**src/rtl/render_pkg.sv**
```systemverilog
// render_pkg: shared state encoding and screen/coordinate defaults
// reused by the render_* drawing blocks.
package render_pkg;

  typedef enum logic [1:0] {
    ST_IDLE = 2'd0,
    ST_DRAW = 2'd1,
    ST_DONE = 2'd2
  } rect_state_e;

  localparam int SCREEN_W_DEF = 160;
  localparam int SCREEN_H_DEF = 120;
  localparam int X_W_DEF      = 8;
  localparam int Y_W_DEF      = 7;
  localparam int COLOR_W_DEF  = 3;
  localparam int DIM_W_DEF    = 5;

endpackage

```
**src/rtl/rect_scan_counter.sv**
```systemverilog
// rect_scan_counter: row-major dx/dy walker over a w x h box.
// Exposes the next (dx,dy) so the owner can register the next pixel.
module rect_scan_counter #(
  parameter int DIM_W = 5
) (
  input  logic             clk,
  input  logic             rst_i,
  input  logic             clr_i,
  input  logic             en_i,
  input  logic [DIM_W-1:0] w_i,
  input  logic [DIM_W-1:0] h_i,
  output logic [DIM_W-1:0] nx_o,
  output logic [DIM_W-1:0] ny_o,
  output logic             last_o
);

  localparam logic [DIM_W-1:0] ONE = DIM_W'(1);

  logic [DIM_W-1:0] dx_q;
  logic [DIM_W-1:0] dy_q;
  logic             row_end;

  // next position: wrap dx at end of row, then step dy
  always_comb begin
    row_end = (dx_q == w_i - ONE);
    last_o  = row_end && (dy_q == h_i - ONE);
    if (row_end) begin
      nx_o = '0;
      ny_o = dy_q + ONE;
    end else begin
      nx_o = dx_q + ONE;
      ny_o = dy_q;
    end
  end

  // position register: cleared while not scanning, steps on en
  always_ff @(posedge clk) begin
    if (rst_i || clr_i) begin
      dx_q <= '0;
      dy_q <= '0;
    end else if (en_i) begin
      dx_q <= nx_o;
      dy_q <= ny_o;
    end
  end

endmodule

```
**src/rtl/render_rect_engine.sv**
```systemverilog
// render_rect_engine: rectangle fill/outline plotter for the VGA adapter.
// Optional outline mode is enabled by defining RENDER_RECT_OUTLINE_EN.
module render_rect_engine
  import render_pkg::*;
#(
  parameter int X_W      = X_W_DEF,
  parameter int Y_W      = Y_W_DEF,
  parameter int DIM_W    = DIM_W_DEF,
  parameter int COLOR_W  = COLOR_W_DEF,
  parameter int SCREEN_W = SCREEN_W_DEF,
  parameter int SCREEN_H = SCREEN_H_DEF
) (
  input  logic               clk,
  input  logic               resetn,
  input  logic               start,
  input  logic [X_W-1:0]     x_in,
  input  logic [Y_W-1:0]     y_in,
  input  logic [DIM_W-1:0]   w_in,
  input  logic [DIM_W-1:0]   h_in,
  input  logic [COLOR_W-1:0] color_in,
`ifdef RENDER_RECT_OUTLINE_EN
  input  logic               outline,
`endif
  input  logic               pause,
  output logic               ready,
  output logic               done,
  output logic [X_W-1:0]     r_x,
  output logic [Y_W-1:0]     r_y,
  output logic [COLOR_W-1:0] r_color,
  output logic               writeEn
);

  localparam logic [X_W:0] SCR_W = (X_W+1)'(SCREEN_W);
  localparam logic [Y_W:0] SCR_H = (Y_W+1)'(SCREEN_H);

  rect_state_e        state_q;
  logic [X_W-1:0]     x_q;
  logic [Y_W-1:0]     y_q;
  logic [DIM_W-1:0]   w_q;
  logic [DIM_W-1:0]   h_q;
  logic [X_W-1:0]     r_x_q;
  logic [Y_W-1:0]     r_y_q;
  logic [COLOR_W-1:0] r_c_q;
  logic               we_q;

  logic               idle;
  logic [DIM_W-1:0]   nx;
  logic [DIM_W-1:0]   ny;
  logic               last;
  logic [X_W-1:0]     bx;
  logic [Y_W-1:0]     by;
  logic [DIM_W-1:0]   ox;
  logic [DIM_W-1:0]   oy;
  logic [X_W:0]       sx_d;
  logic [Y_W:0]       sy_d;
  logic               vis_d;
  logic               wr_d;

  assign idle = (state_q == ST_IDLE);

  rect_scan_counter #(
    .DIM_W (DIM_W)
  ) u_scan (
    .clk    (clk),
    .rst_i  (resetn),
    .clr_i  (state_q != ST_DRAW),
    .en_i   ((state_q == ST_DRAW) && !pause && !last),
    .w_i    (w_q),
    .h_i    (h_q),
    .nx_o   (nx),
    .ny_o   (ny),
    .last_o (last)
  );

  // next pixel: pixel 0 comes straight from the command inputs
  always_comb begin
    bx    = idle ? x_in : x_q;
    by    = idle ? y_in : y_q;
    ox    = idle ? '0 : nx;
    oy    = idle ? '0 : ny;
    sx_d  = {1'b0, bx} + (X_W+1)'(ox);
    sy_d  = {1'b0, by} + (Y_W+1)'(oy);
    vis_d = (sx_d < SCR_W) && (sy_d < SCR_H);
  end

`ifdef RENDER_RECT_OUTLINE_EN
  localparam logic [DIM_W-1:0] ONE = DIM_W'(1);

  logic             ol_q;
  logic             ol_c;
  logic [DIM_W-1:0] wc;
  logic [DIM_W-1:0] hc;
  logic             bd_d;

  // outline flag travels with the command
  always_ff @(posedge clk) begin
    if (resetn) begin
      ol_q <= 1'b0;
    end else if (idle && start) begin
      ol_q <= outline;
    end
  end

  // in outline mode only border pixels are plotted
  always_comb begin
    ol_c = idle ? outline : ol_q;
    wc   = idle ? w_in : w_q;
    hc   = idle ? h_in : h_q;
    bd_d = (ox == '0) || (ox == wc - ONE)
        || (oy == '0) || (oy == hc - ONE);
    wr_d = vis_d && (!ol_c || bd_d);
  end
`else
  assign wr_d = vis_d;
`endif

  // control FSM with registered pixel outputs
  always_ff @(posedge clk) begin
    if (resetn) begin
      state_q <= ST_IDLE;
      x_q     <= '0;
      y_q     <= '0;
      w_q     <= '0;
      h_q     <= '0;
      r_x_q   <= '0;
      r_y_q   <= '0;
      r_c_q   <= '0;
      we_q    <= 1'b0;
    end else begin
      unique case (state_q)
        ST_IDLE: begin
          if (start) begin
            x_q <= x_in;
            y_q <= y_in;
            w_q <= w_in;
            h_q <= h_in;
            if ((w_in == '0) || (h_in == '0)) begin
              state_q <= ST_DONE;
            end else begin
              state_q <= ST_DRAW;
              r_x_q   <= sx_d[X_W-1:0];
              r_y_q   <= sy_d[Y_W-1:0];
              r_c_q   <= color_in;
              we_q    <= wr_d;
            end
          end
        end
        ST_DRAW: begin
          if (!pause) begin
            if (last) begin
              state_q <= ST_DONE;
              we_q    <= 1'b0;
            end else begin
              r_x_q <= sx_d[X_W-1:0];
              r_y_q <= sy_d[Y_W-1:0];
              we_q  <= wr_d;
            end
          end
        end
        ST_DONE: state_q <= ST_IDLE;
        default: state_q <= ST_IDLE;
      endcase
    end
  end

  // a stalled sink must never see a strobe for the held pixel
  assign writeEn = we_q && !pause;
  assign ready   = (state_q == ST_IDLE);
  assign done    = (state_q == ST_DONE);
  assign r_x     = r_x_q;
  assign r_y     = r_y_q;
  assign r_color = r_c_q;

endmodule

```
**config.mk**
```make
export PLATFORM = sky130hd
export DESIGN_NAME = render_rect_engine
export DESIGN_NICKNAME = d
export VERILOG_FILES = /design/src/rtl/render_pkg.sv /design/src/rtl/rect_scan_counter.sv /design/src/rtl/render_rect_engine.sv
export SDC_FILE = /design/constraint.sdc
export NUM_CORES = 1
export LEC_CHECK = 0
export CAP_MARGIN = 5
export CELL_PAD_IN_SITES_DETAIL_PLACEMENT = 0
export CELL_PAD_IN_SITES_GLOBAL_PLACEMENT = 1
export CORE_MARGIN = 3
export CORE_UTILIZATION = 43
export DETAILED_ROUTE_END_ITERATION = 7
export HOLD_SLACK_MARGIN = 0.1
export PLACE_DENSITY = 0.92
export SETUP_SLACK_MARGIN = 0.1
export SYNTH_ARGS = -nofsm -noshare
export SYNTH_HDL_FRONTEND = slang
export SYNTH_SLANG_ARGS = --single-unit
```
**constraint.sdc**
```tcl
create_clock -name clk -period 5.35 [get_ports clk]
set_input_delay 0.535 -clock clk [delete_from_list [all_inputs] [get_ports clk]]
set_output_delay 0.535 -clock clk [all_outputs]
set_load 0.02 [all_outputs]
```
; Word level (Yosys, flattened, before mapping)
; Cells that the tools add are included.
; W data, S select, Z words.
[classes]
n_lt_le_gt_ge = 2
bitwise = 1
div_mod_pow = 0
shift = 0
n_mul = 0
n_reduce_logical = 18
n_addsub = 6
eq_ne = 10
mux = 26
[ops]
columns = op, count
row1 = $mux W8, 5
row2 = $mux W7, 5
row3 = $mux W5, 4
row4 = $pmux W8 S2, 1
row5 = $pmux W7 S2, 1
row6 = $add A5 B1 Y5 const B, 2
row7 = $eq A5 B5 Y1, 2
row8 = $logic_not A5 Y1, 2
row9 = $ne A2 B2 Y1 const B, 5
row10 = $sub A5 B1 Y5 const B, 2
row11 = $add A8 B5 Y9, 1
row12 = $lt A9 B8 Y1 const B, 1
row13 = $add A7 B5 Y8, 1
row14 = $lt A8 B7 Y1 const B, 1
row15 = $mux W2, 4
row16 = $reduce_and A3 Y1, 2
row17 = $logic_and A1 B1 Y1, 5
row18 = $reduce_and A5 Y1, 1
row19 = $mux W1, 4
row20 = $pmux W2 S2, 1
row21 = $reduce_and A4 Y1, 1
row22 = $eq A2 B1 Y1 const B, 1
row23 = $eq A2 B2 Y1 const B, 1
row24 = $logic_not A1 Y1, 2
row25 = other kinds (7), 8
[totals]
memories = 0
regBits = 56
input_bits = 32
mem_bits_ro = 0
ram_bits = 0
latchBits = 0

; Depth between registers and ports, before layout
; Gate-level depths: netlist of the first run.
[logic_depth]
ltp_word = 10
ltp_mapped = 17
depth_no_buf = 16

; By module
; Synthesis of the first run repeated with hierarchy kept, for this count alone.
[unflattened]
hier_cells = 403
area_unflattened_um2 = 3380.7
[modules_own_cells]
columns = module, n_inst, cells_each, area_per_inst_um2, seq_area_each_um2
row1 = render_rect_engine, 1, 290, 2512.4, 920.9
row2 = rect_scan_counter, 1, 113, 868.3, 200.2

; Worst setup path before layout of the first run
; No wires, ideal clock.
[synth_path]
kind = reg2reg
from = reg state_q[0]
to = reg we_q
slack_ns = 2.102
arrival_time_ns = 3.132
path_stages_with_launch = 15
setup_ns = 0.116
n_path_buf = 3
cell_sequence = dfxtp_1 > buf_2 > nor2_4 > clkbuf_1 > buf_2 > mux2_2 > ha_1 > inv_1 > fa_1 > nor2b_1 > o31a_1 > or3_1 > a31oi_1 > nand2_1 > a31o_2
[synth_via]
elab_chain_len = 8
[synth_rtl]
columns = element, line
row1 = from (decl), render_rect_engine.sv:36  ; rect_state_e state_q;
row2 = from (signal assigned), render_rect_engine.sv:120  ; state_q <= ST_IDLE;
row3 = from (signal assigned), render_rect_engine.sv:138  ; state_q <= ST_DONE;
row4 = from (signal assigned), render_rect_engine.sv:140  ; state_q <= ST_DRAW;
row5 = $logic_not A2 Y1 (*), n/a
row6 = named net ready, render_rect_engine.sv:25  ; output logic ready,
row7 = "$mux W8, or another cell as far along", render_rect_engine.sv:77  ; bx = idle ? x_in : x_q;
row8 = $add A8 B5 Y9 / $add A7 B5 Y8 (equally long branches), "render_rect_engine.sv:81, render_rect_engine.sv:82"
row9 = $lt A9 B8 Y1 / $lt A8 B7 Y1 (equally long branches), render_rect_engine.sv:83  ; vis_d = (sx_d < SCR_W) && (sy_d < SCR_H);
row10 = $logic_and A1 B1 Y1, render_rect_engine.sv:83
row11 = "$mux W1, on equally long branches", "render_rect_engine.sv:150, render_rect_engine.sv:137"
row12 = "$mux W1, on equally long branches", "render_rect_engine.sv:149, render_rect_engine.sv:132"
row13 = $pmux W1 S2, render_rect_engine.sv:130  ; unique case (state_q)
row14 = to (signal assigned), render_rect_engine.sv:144  ; we_q <= wr_d;
row15 = to (signal assigned), render_rect_engine.sv:156  ; we_q <= wr_d;
row16 = to (decl), render_rect_engine.sv:44  ; logic we_q;
; The timed path passes the listed nets; every way through them passes the cells marked *. The select of a mux whose other input is x is not followed.
; A chain may end at the register's enable or synchronous reset.

; Worst setup path after layout of the first run
[layout_path]
from = reg w_q[0]
to = reg we_q
[layout_via]
elab_chain_len = 10
[layout_rtl]
columns = element, line
row1 = from (decl), render_rect_engine.sv:39  ; logic [DIM_W-1:0] w_q;
row2 = from (signal assigned), render_rect_engine.sv:135  ; w_q <= w_in;
row3 = $sub A5 B1 Y5 (*), rect_scan_counter.sv:25  ; row_end = (dx_q == w_i - ONE);
row4 = $eq A5 B5 Y1 (*), rect_scan_counter.sv:25
row5 = $mux W5, rect_scan_counter.sv:27  ; if (row_end) begin
row6 = "$mux W5, on equally long branches", "render_rect_engine.sv:79, render_rect_engine.sv:80"
row7 = $add A8 B5 Y9 / $add A7 B5 Y8 (equally long branches), "render_rect_engine.sv:81, render_rect_engine.sv:82"
row8 = $lt A9 B8 Y1 / $lt A8 B7 Y1 (equally long branches), render_rect_engine.sv:83
row9 = $logic_and A1 B1 Y1, render_rect_engine.sv:83
row10 = "$mux W1, on equally long branches", "render_rect_engine.sv:150, render_rect_engine.sv:137"
row11 = "$mux W1, on equally long branches", "render_rect_engine.sv:149, render_rect_engine.sv:132"
row12 = $pmux W1 S2 (*), render_rect_engine.sv:130
; Mark *: on every way between the ends. The rest lies on a longest branch, timed or not. The select of a mux whose other input is x is not followed.

==> impl_metrics.csv, run 1 <==
group,metric,value,unit
route,drt_iter0_drc,84,
final_layout,final_cell_mix,"nand2_1, dfxtp_1, clkdlybuf4s50_1",
final_layout,antennaDiodeCount,0,
clock_network,cts.clk_slew.worst_paths,0.11,ns
clock_network,post-cts-setup-buffer-count,0,
clock_network,post_cts_resized,0,
yosys,yosysTopAreaCellShare,33.6,%
floorplan,core,7410,sq um
clock_network,cts-root-buf,"clkbuf_8",
floorplan,initial_core_util,45.1,%
clock_network,cts.sinks,56,
power_and_ir_drop,leakage,1.51,nW
floorplan,die_area,8860,sq um
route,drc,0,
yosys,synth_largest_area_cell,"dfxtp_1",
power_and_ir_drop,totalPowerFinal,1.01,mW
final_layout,drive_gt1_share,6.43,%
final_layout,finalNonFillerCells,550,
global_routing,grt_pass1_vias,2860,
yosys,ys_seq_area_share,33.6,%
place,dpl-instance-area,3910,sq um
setup_path,criticalPathCategory,"flip-flop to flip-flop",
place,numPortBuffers,52,
setup_path,cp_data_arrival_time,3.66,ns
global_routing,grt_pass1_wl,12800,um
setup_path,required,5.57,ns
final_layout,mostFrequentLayoutCell,"nand2_1",
yosys,syn_area,3340,sq um
clock_network,cts_hold_buf,0,
yosys,synthTopCellsByArea,"dfxtp_1, nand2_1, a21oi_1",
yosys,synth_warnings,0,
sta,fmax,0.290,GHz
sta,relSlewSlack,31.1,%
setup_path,critPathLaunchType,"flip-flop",
outcome,status,"finished clean",
worst_hold_path,min_path_type,"flip-flop to flip-flop",
final_layout,seq_area,1120,sq um
setup_path,path_max_fanout,7,
power_and_ir_drop,power.density,252,nW/um^2
final_layout,multi_input_area,2060,sq um
yosys,synthCells,409,
clock_network,htreeDepth,2,
global_routing,grt_overflow,0,
yosys,avgSynthCellArea,8.17,sq um
final_layout,fin_area,4000,sq um
sta,setup_viol,0,
place,gp_congestion,0.822,
yosys,yosysUniqueCellTypes,48,
sta,drv_slew,0,
route,drt_first_pass_iters,4,
sta,min_period_over_period,64.4,%
sta,postLayoutSetupSlackWorst,1.91,ns
sta,holdWs,0.457,ns
yosys,ys_async_sr_fraction,0,%
route,viasPerCell,5.19,
route,vias,2853,
global_routing,grt_max_degree,29,
final_layout,final_nets,498,
floorplan,placementRows,31,
sta,final.setup.tns,0,ns
global_routing,grt_usage,17.8,%
yosys,synth_edf_count,0,
sta,worst_pin_slew,1.03,ns
sta,fin_skew,0.00939,ns
floorplan,die_h,94.1,um
power_and_ir_drop,vdd_drop_max,0.000119,V
sta,min_period,3.44,ns
yosys,synth-seq-cells,56,
clock_network,insertion_delay,0.31,ns
clock_network,cts_buffer_depth,2,
sta,hold_violations,0,
route,wirelength,7560,um
final_layout,area_growth,19.7,%
clock_network,cts_tree,"yes",
setup_path,cp-end-kind,"flip-flop",
clock_network,cts_buffers,5,
floorplan,chipWidth,94.1,um
final_layout,utilization,54.0,%
floorplan,boundaryPins,53,
sta,rsz0062_at_grt,"no",
final_layout,nFillCells,704,
route,routedWlPerCell,13.8,um
place,placedCellCount,542,
flow_run,maxCapViolCount,0,
global_routing,antenna_found_initial,0,
place,dp_hpwl,5640,um
yosys,syn-num-nets,457,
route,drtAntennaViolNets,0,
place,dpl_worst_slack,1.91,ns
yosys,synthFlopType,"dfxtp_1",
[worst max-delay path, cell delays in order, from the launching register on]
cell     delay [ns]
dfxtp_1        0.40
inv_1          0.06
ha_1           0.30
xnor2_1        0.12
nor3_1         0.24
nand3_1        0.28
o21ai_0        0.26
nor2_1         0.09
ha_1           0.25
inv_1          0.07
fa_1           0.20
nor2b_1        0.07
o31a_1         0.27
or3_1          0.32
a31oi_1        0.18
nand2_1        0.07
a31o_2         0.19
[logic make-up after synthesis]
group           Yosys count  synth area share [%]
buf+inv                  36                  4.79
flops                    56                  33.6
xor+xnor                 36                  9.89
mux                      33                  10.3
compound gates           74                  12.8
fa+ha+maj                16                  6.44
simple gates            158                  22.2
[final cells by class]
cell class | instances | share of cell area, %
clock inverter | 1 | 0.188
inverter | 16 | 1.50
timing repair buffer | 54 | 13.4
multi-input combinational | 317 | 51.6
sequential | 56 | 28.0
clock buffer | 7 | 2.16
tap | 99 | 3.10
[sequential cells by signal, summed over array words and instances, names as in the netlist]
register and cells:
r_color 3, y_q 7, we_q 1, r_y 7, r_x 8, h_q 5, w_q 5, state_q 2
u_scan.dy_q 5, u_scan.dx_q 5, x_q 8
[path summary, 6_finish.rpt]
| check | cells after the start | endpoint | slack (ns) | startpoint |
|---|---|---|---|---|
| min | 2 | y_q[1]$_SDFFE_PP0P_ | 0.46 | y_q[1]$_SDFFE_PP0P_ |
| max | 16 | we_q$_SDFFE_PP0P_ | 1.91 | w_q[0]$_SDFFE_PP0P_ |
| max reg2reg | 16 | we_q$_SDFFE_PP0P_ | 1.91 | w_q[0]$_SDFFE_PP0P_ |
| min reg2reg | 2 | y_q[1]$_SDFFE_PP0P_ | 0.46 | y_q[1]$_SDFFE_PP0P_ |
[synthesized netlist by cell type (2+ instances only)]
cell	n
or2_0	2
a31oi_1	2
nand2_1	64
buf_2	5
o31a_1	2
xnor2_1	23
mux2_2	12
nor2_1	47
a211oi_1	4
xor2_1	12
or4_1	2
a31o_2	2
nor4_1	4
clkbuf_1	12
a21oi_1	45
nand3_1	5
fa_1	2
and4_1	3
nor3_1	7
nor3b_1	3
ha_1	14
nand2b_1	5
mux2i_1	21
inv_1	16
dfxtp_1	56
o21ai_0	10
buf_6	2
nand4_1	2
or3_1	2
nor2b_1	5
[where the power goes]
group	leakage (nW)	switching [mW]	internal (mW)	total [mW]
sequential	0.458	0.0212	0.447	0.468
combinational	1.01	0.153	0.137	0.290
clock	0.0445	0.142	0.106	0.248
[routing by layer]
metal	global-route usage (%)	wire length, um	share of wire, %	vias up
met5	0	0	0	-
met4	5.42	139	1.8	0
met3	2.72	279	3.7	12
met2	29.0	3480	46	67
met1	24.2	3670	48	1307
li1	-	-	-	1467
No activity file was read; power rests on OpenSTA's default activity.
==> run 2: changes to the inputs <==
- CORE_UTILIZATION: 43 -> 36
- PLACE_DENSITY: 0.92 -> 0.83
- clock period: 5.35 -> 2.8 ns (I/O delays scaled with it)
==> run 2 against run 1 <==
  * The run now ends with negative setup slack left
  * Global-route usage decreased by 0.69 points
  * Wire length increased by 12%
  * Critical path depth unchanged
  * Flip-flop and latch count unchanged
  * Highest routed layer unchanged
  * Setup slack got worse by 2.1 ns
  * Via count increased by 7.0%
  * Design area increased by 13%
  * Utilization decreased by 2.9 points
  * Register-to-register slack got worse by 2.1 ns
  * Largest cell class unchanged
  * Combinational power increased by 130%
  * Hold slack about the same
==> impl_metrics.csv, run 2 (same netlist as run 1, synthesis figures left out) <==
group,metric,value,unit
outcome,status,"finished with violations",
outcome,violations,"negative setup slack",
final_layout,finalNonFillerCells,602,
setup_path,criticalPathCategory,"flip-flop to flip-flop",
power_and_ir_drop,switchingPower,624,uW
power_and_ir_drop,vdd_drop_max,0.000235,V
power_and_ir_drop,internal-power,1.35,mW
sta,fin_skew,0.0103,ns
setup_path,critPathLaunchType,"flip-flop",
sta,rsz0062_at_grt,"yes",
place,numPortBuffers,52,
route,drt_first_pass_iters,4,
setup_path,crit_path_cell_trace,"inv_2 -> ha_4 -> xor3_1 -> nor3_2 -> and3_4 -> xnor2_2 -> nor2_1 -> ha_2 -> inv_2 -> fa_2 -> nand2b_4 -> a21oi_4 -> xnor2_2 -> nor2_1 -> a32oi_1 -> a31o_2",
floorplan,chipWidth,102,um
global_routing,grt_pass1_wl,14400,um
route,drc,0,
setup_path,slowest_delay,0.34,ns
clock_network,cts_tree,"yes",
route,viasPerCell,5.07,
setup_path,cp_slowest_cell,"dfxtp_2",
power_and_ir_drop,power.density,437,nW/um^2
setup_path,path_buf_inv,2,
sta,worst_pin_slew,0.916,ns
setup_path,cp-end-kind,"flip-flop",
setup_path,path_max_fanout,7,
place,dp_hpwl,6360,um
clock_network,cts_hold_buf,0,
floorplan,initial_core_util,37.8,%
final_layout,final_nets,542,
global_routing,grt_pass1_vias,3088,
final_layout,seq_area,1120,sq um
sta,relSlewSlack,38.8,%
power_and_ir_drop,power_frac_seq,45.0,%
final_layout,multi_input_area,2230,sq um
final_layout,final_cell_mix,"nand2_1, dfxtp_1, clkdlybuf4s50_1",
setup_path,path_delay_family,"simple AND/OR/NAND/NOR gates",
route,drt_iter0_drc,114,
sta,final.setup.tns,-0.912,ns
sta,min_period,3.01,ns
final_layout,mostFrequentLayoutCell,"nand2_1",
worst_hold_path,min_path_type,"flip-flop to flip-flop",
floorplan,die_area,10500,sq um
route,drtAntennaViolNets,0,
final_layout,antennaDiodeCount,0,
global_routing,antenna_found_initial,0,
place,gp_congestion,0.886,
power_and_ir_drop,clkPwrFrac,21.6,%
floorplan,placementRows,34,
route,vias,3052,
clock_network,cts-root-buf,"clkbuf_8",
clock_network,htreeDepth,2,
final_layout,drive_gt1_share,22.3,%
route,routedWlPerCell,14.1,um
floorplan,core,8850,sq um
setup_path,cp_data_arrival_time,3.23,ns
clock_network,cts.sinks,56,
sta,min_period_over_period,108,%
global_routing,grt_overflow,0,
clock_network,cts.clk_slew.worst_paths,0.10,ns
sta,fmax,0.332,GHz
power_and_ir_drop,sw_frac_of_total,31.6,%
sta,postLayoutSetupSlackWorst,-0.215,ns
route,wirelength,8500,um
place,placedCellCount,588,
sta,setup_viol,7,
clock_network,insertion_delay,0.31,ns
sta,hold_violations,0,
clock_network,cts_buffer_depth,2,
floorplan,die_h,102,um
setup_path,required,3.01,ns
floorplan,boundaryPins,53,
power_and_ir_drop,totalPowerFinal,1.97,mW
clock_network,cts_buffers,5,
power_and_ir_drop,leakage,1.78,nW
global_routing,grt_usage,17.1,%
power_and_ir_drop,power_frac_comb,33.4,%
flow_run,maxCapViolCount,0,
global_routing,grt_max_degree,48,
sta,drv_slew,0,
final_layout,area_growth,35.2,%
final_layout,nFillCells,846,
[run 2: worst paths after layout]
path | to | cells past startpoint | slack (ns) | from
max | we_q$_SDFFE_PP0P_ | 16 | -0.21 | w_q[0]$_SDFFE_PP0P_
min | r_x[4]$_SDFFE_PP0P_ | 2 | 0.46 | r_x[4]$_SDFFE_PP0P_
max reg2reg | we_q$_SDFFE_PP0P_ | 16 | -0.21 | w_q[0]$_SDFFE_PP0P_
min reg2reg | r_x[4]$_SDFFE_PP0P_ | 2 | 0.46 | r_x[4]$_SDFFE_PP0P_
[run 2: what timing repair did]
item | 4_1_cts | 5_1_grt
setup buffers | 7 | 0
pin swaps | 20 | 20
setup endpoints to repair | 9 | 12
gates resized for setup | 15 | 15
[run 2: per-stage QoR]
step	setup slack, ns	util, %	area (sq um)	hold WS [ns]
2_1_floorplan	-0.146	-	3420	0.408
6_report	-0.215	51.1	4520	0.458
3_5_place_dp	-0.252	48.2	4270	0.447
5_1_grt	-0.403	51.1	4520	0.489
3_3_place_gp	-0.166	48.2	4270	0.440
4_1_cts	-0.220	50.2	4450	0.461
[run 2: worst min-delay path: stages (launching register included)]
cell	delay (ns)
dfxtp_1	0.32
nand2_1	0.05
a21oi_1	0.05
[run 2: power by group through the flow]
stage                     Clock, mW  Sequential [mW]  Combinational [mW]
after floorplan                   0            0.933               0.373
final                         0.427            0.889               0.659
after global placement            0            0.905               0.616
after global routing          0.478            0.897               0.723
after detailed placement          0            0.908               0.629
after CTS                     0.453            0.890               0.651
[run 2: layout make-up]
class | instances | area share, %
clock buffer | 6 | 1.61
clock inverter | 1 | 0.111
inverter | 16 | 1.33
multi-input combinational | 317 | 49.4
sequential | 56 | 24.9
tap | 108 | 2.99
timing repair buffer | 98 | 19.7
[run 2: per-layer routing]
| layer | part of all wire (%) | GRT usage (%) |
|---|---|---|
| met1 | 46 | 21.7 |
| met2 | 50 | 30.2 |
| met3 | 2.3 | 2.53 |
| met4 | 1.8 | 4.84 |
| met5 | 0 | 0 |
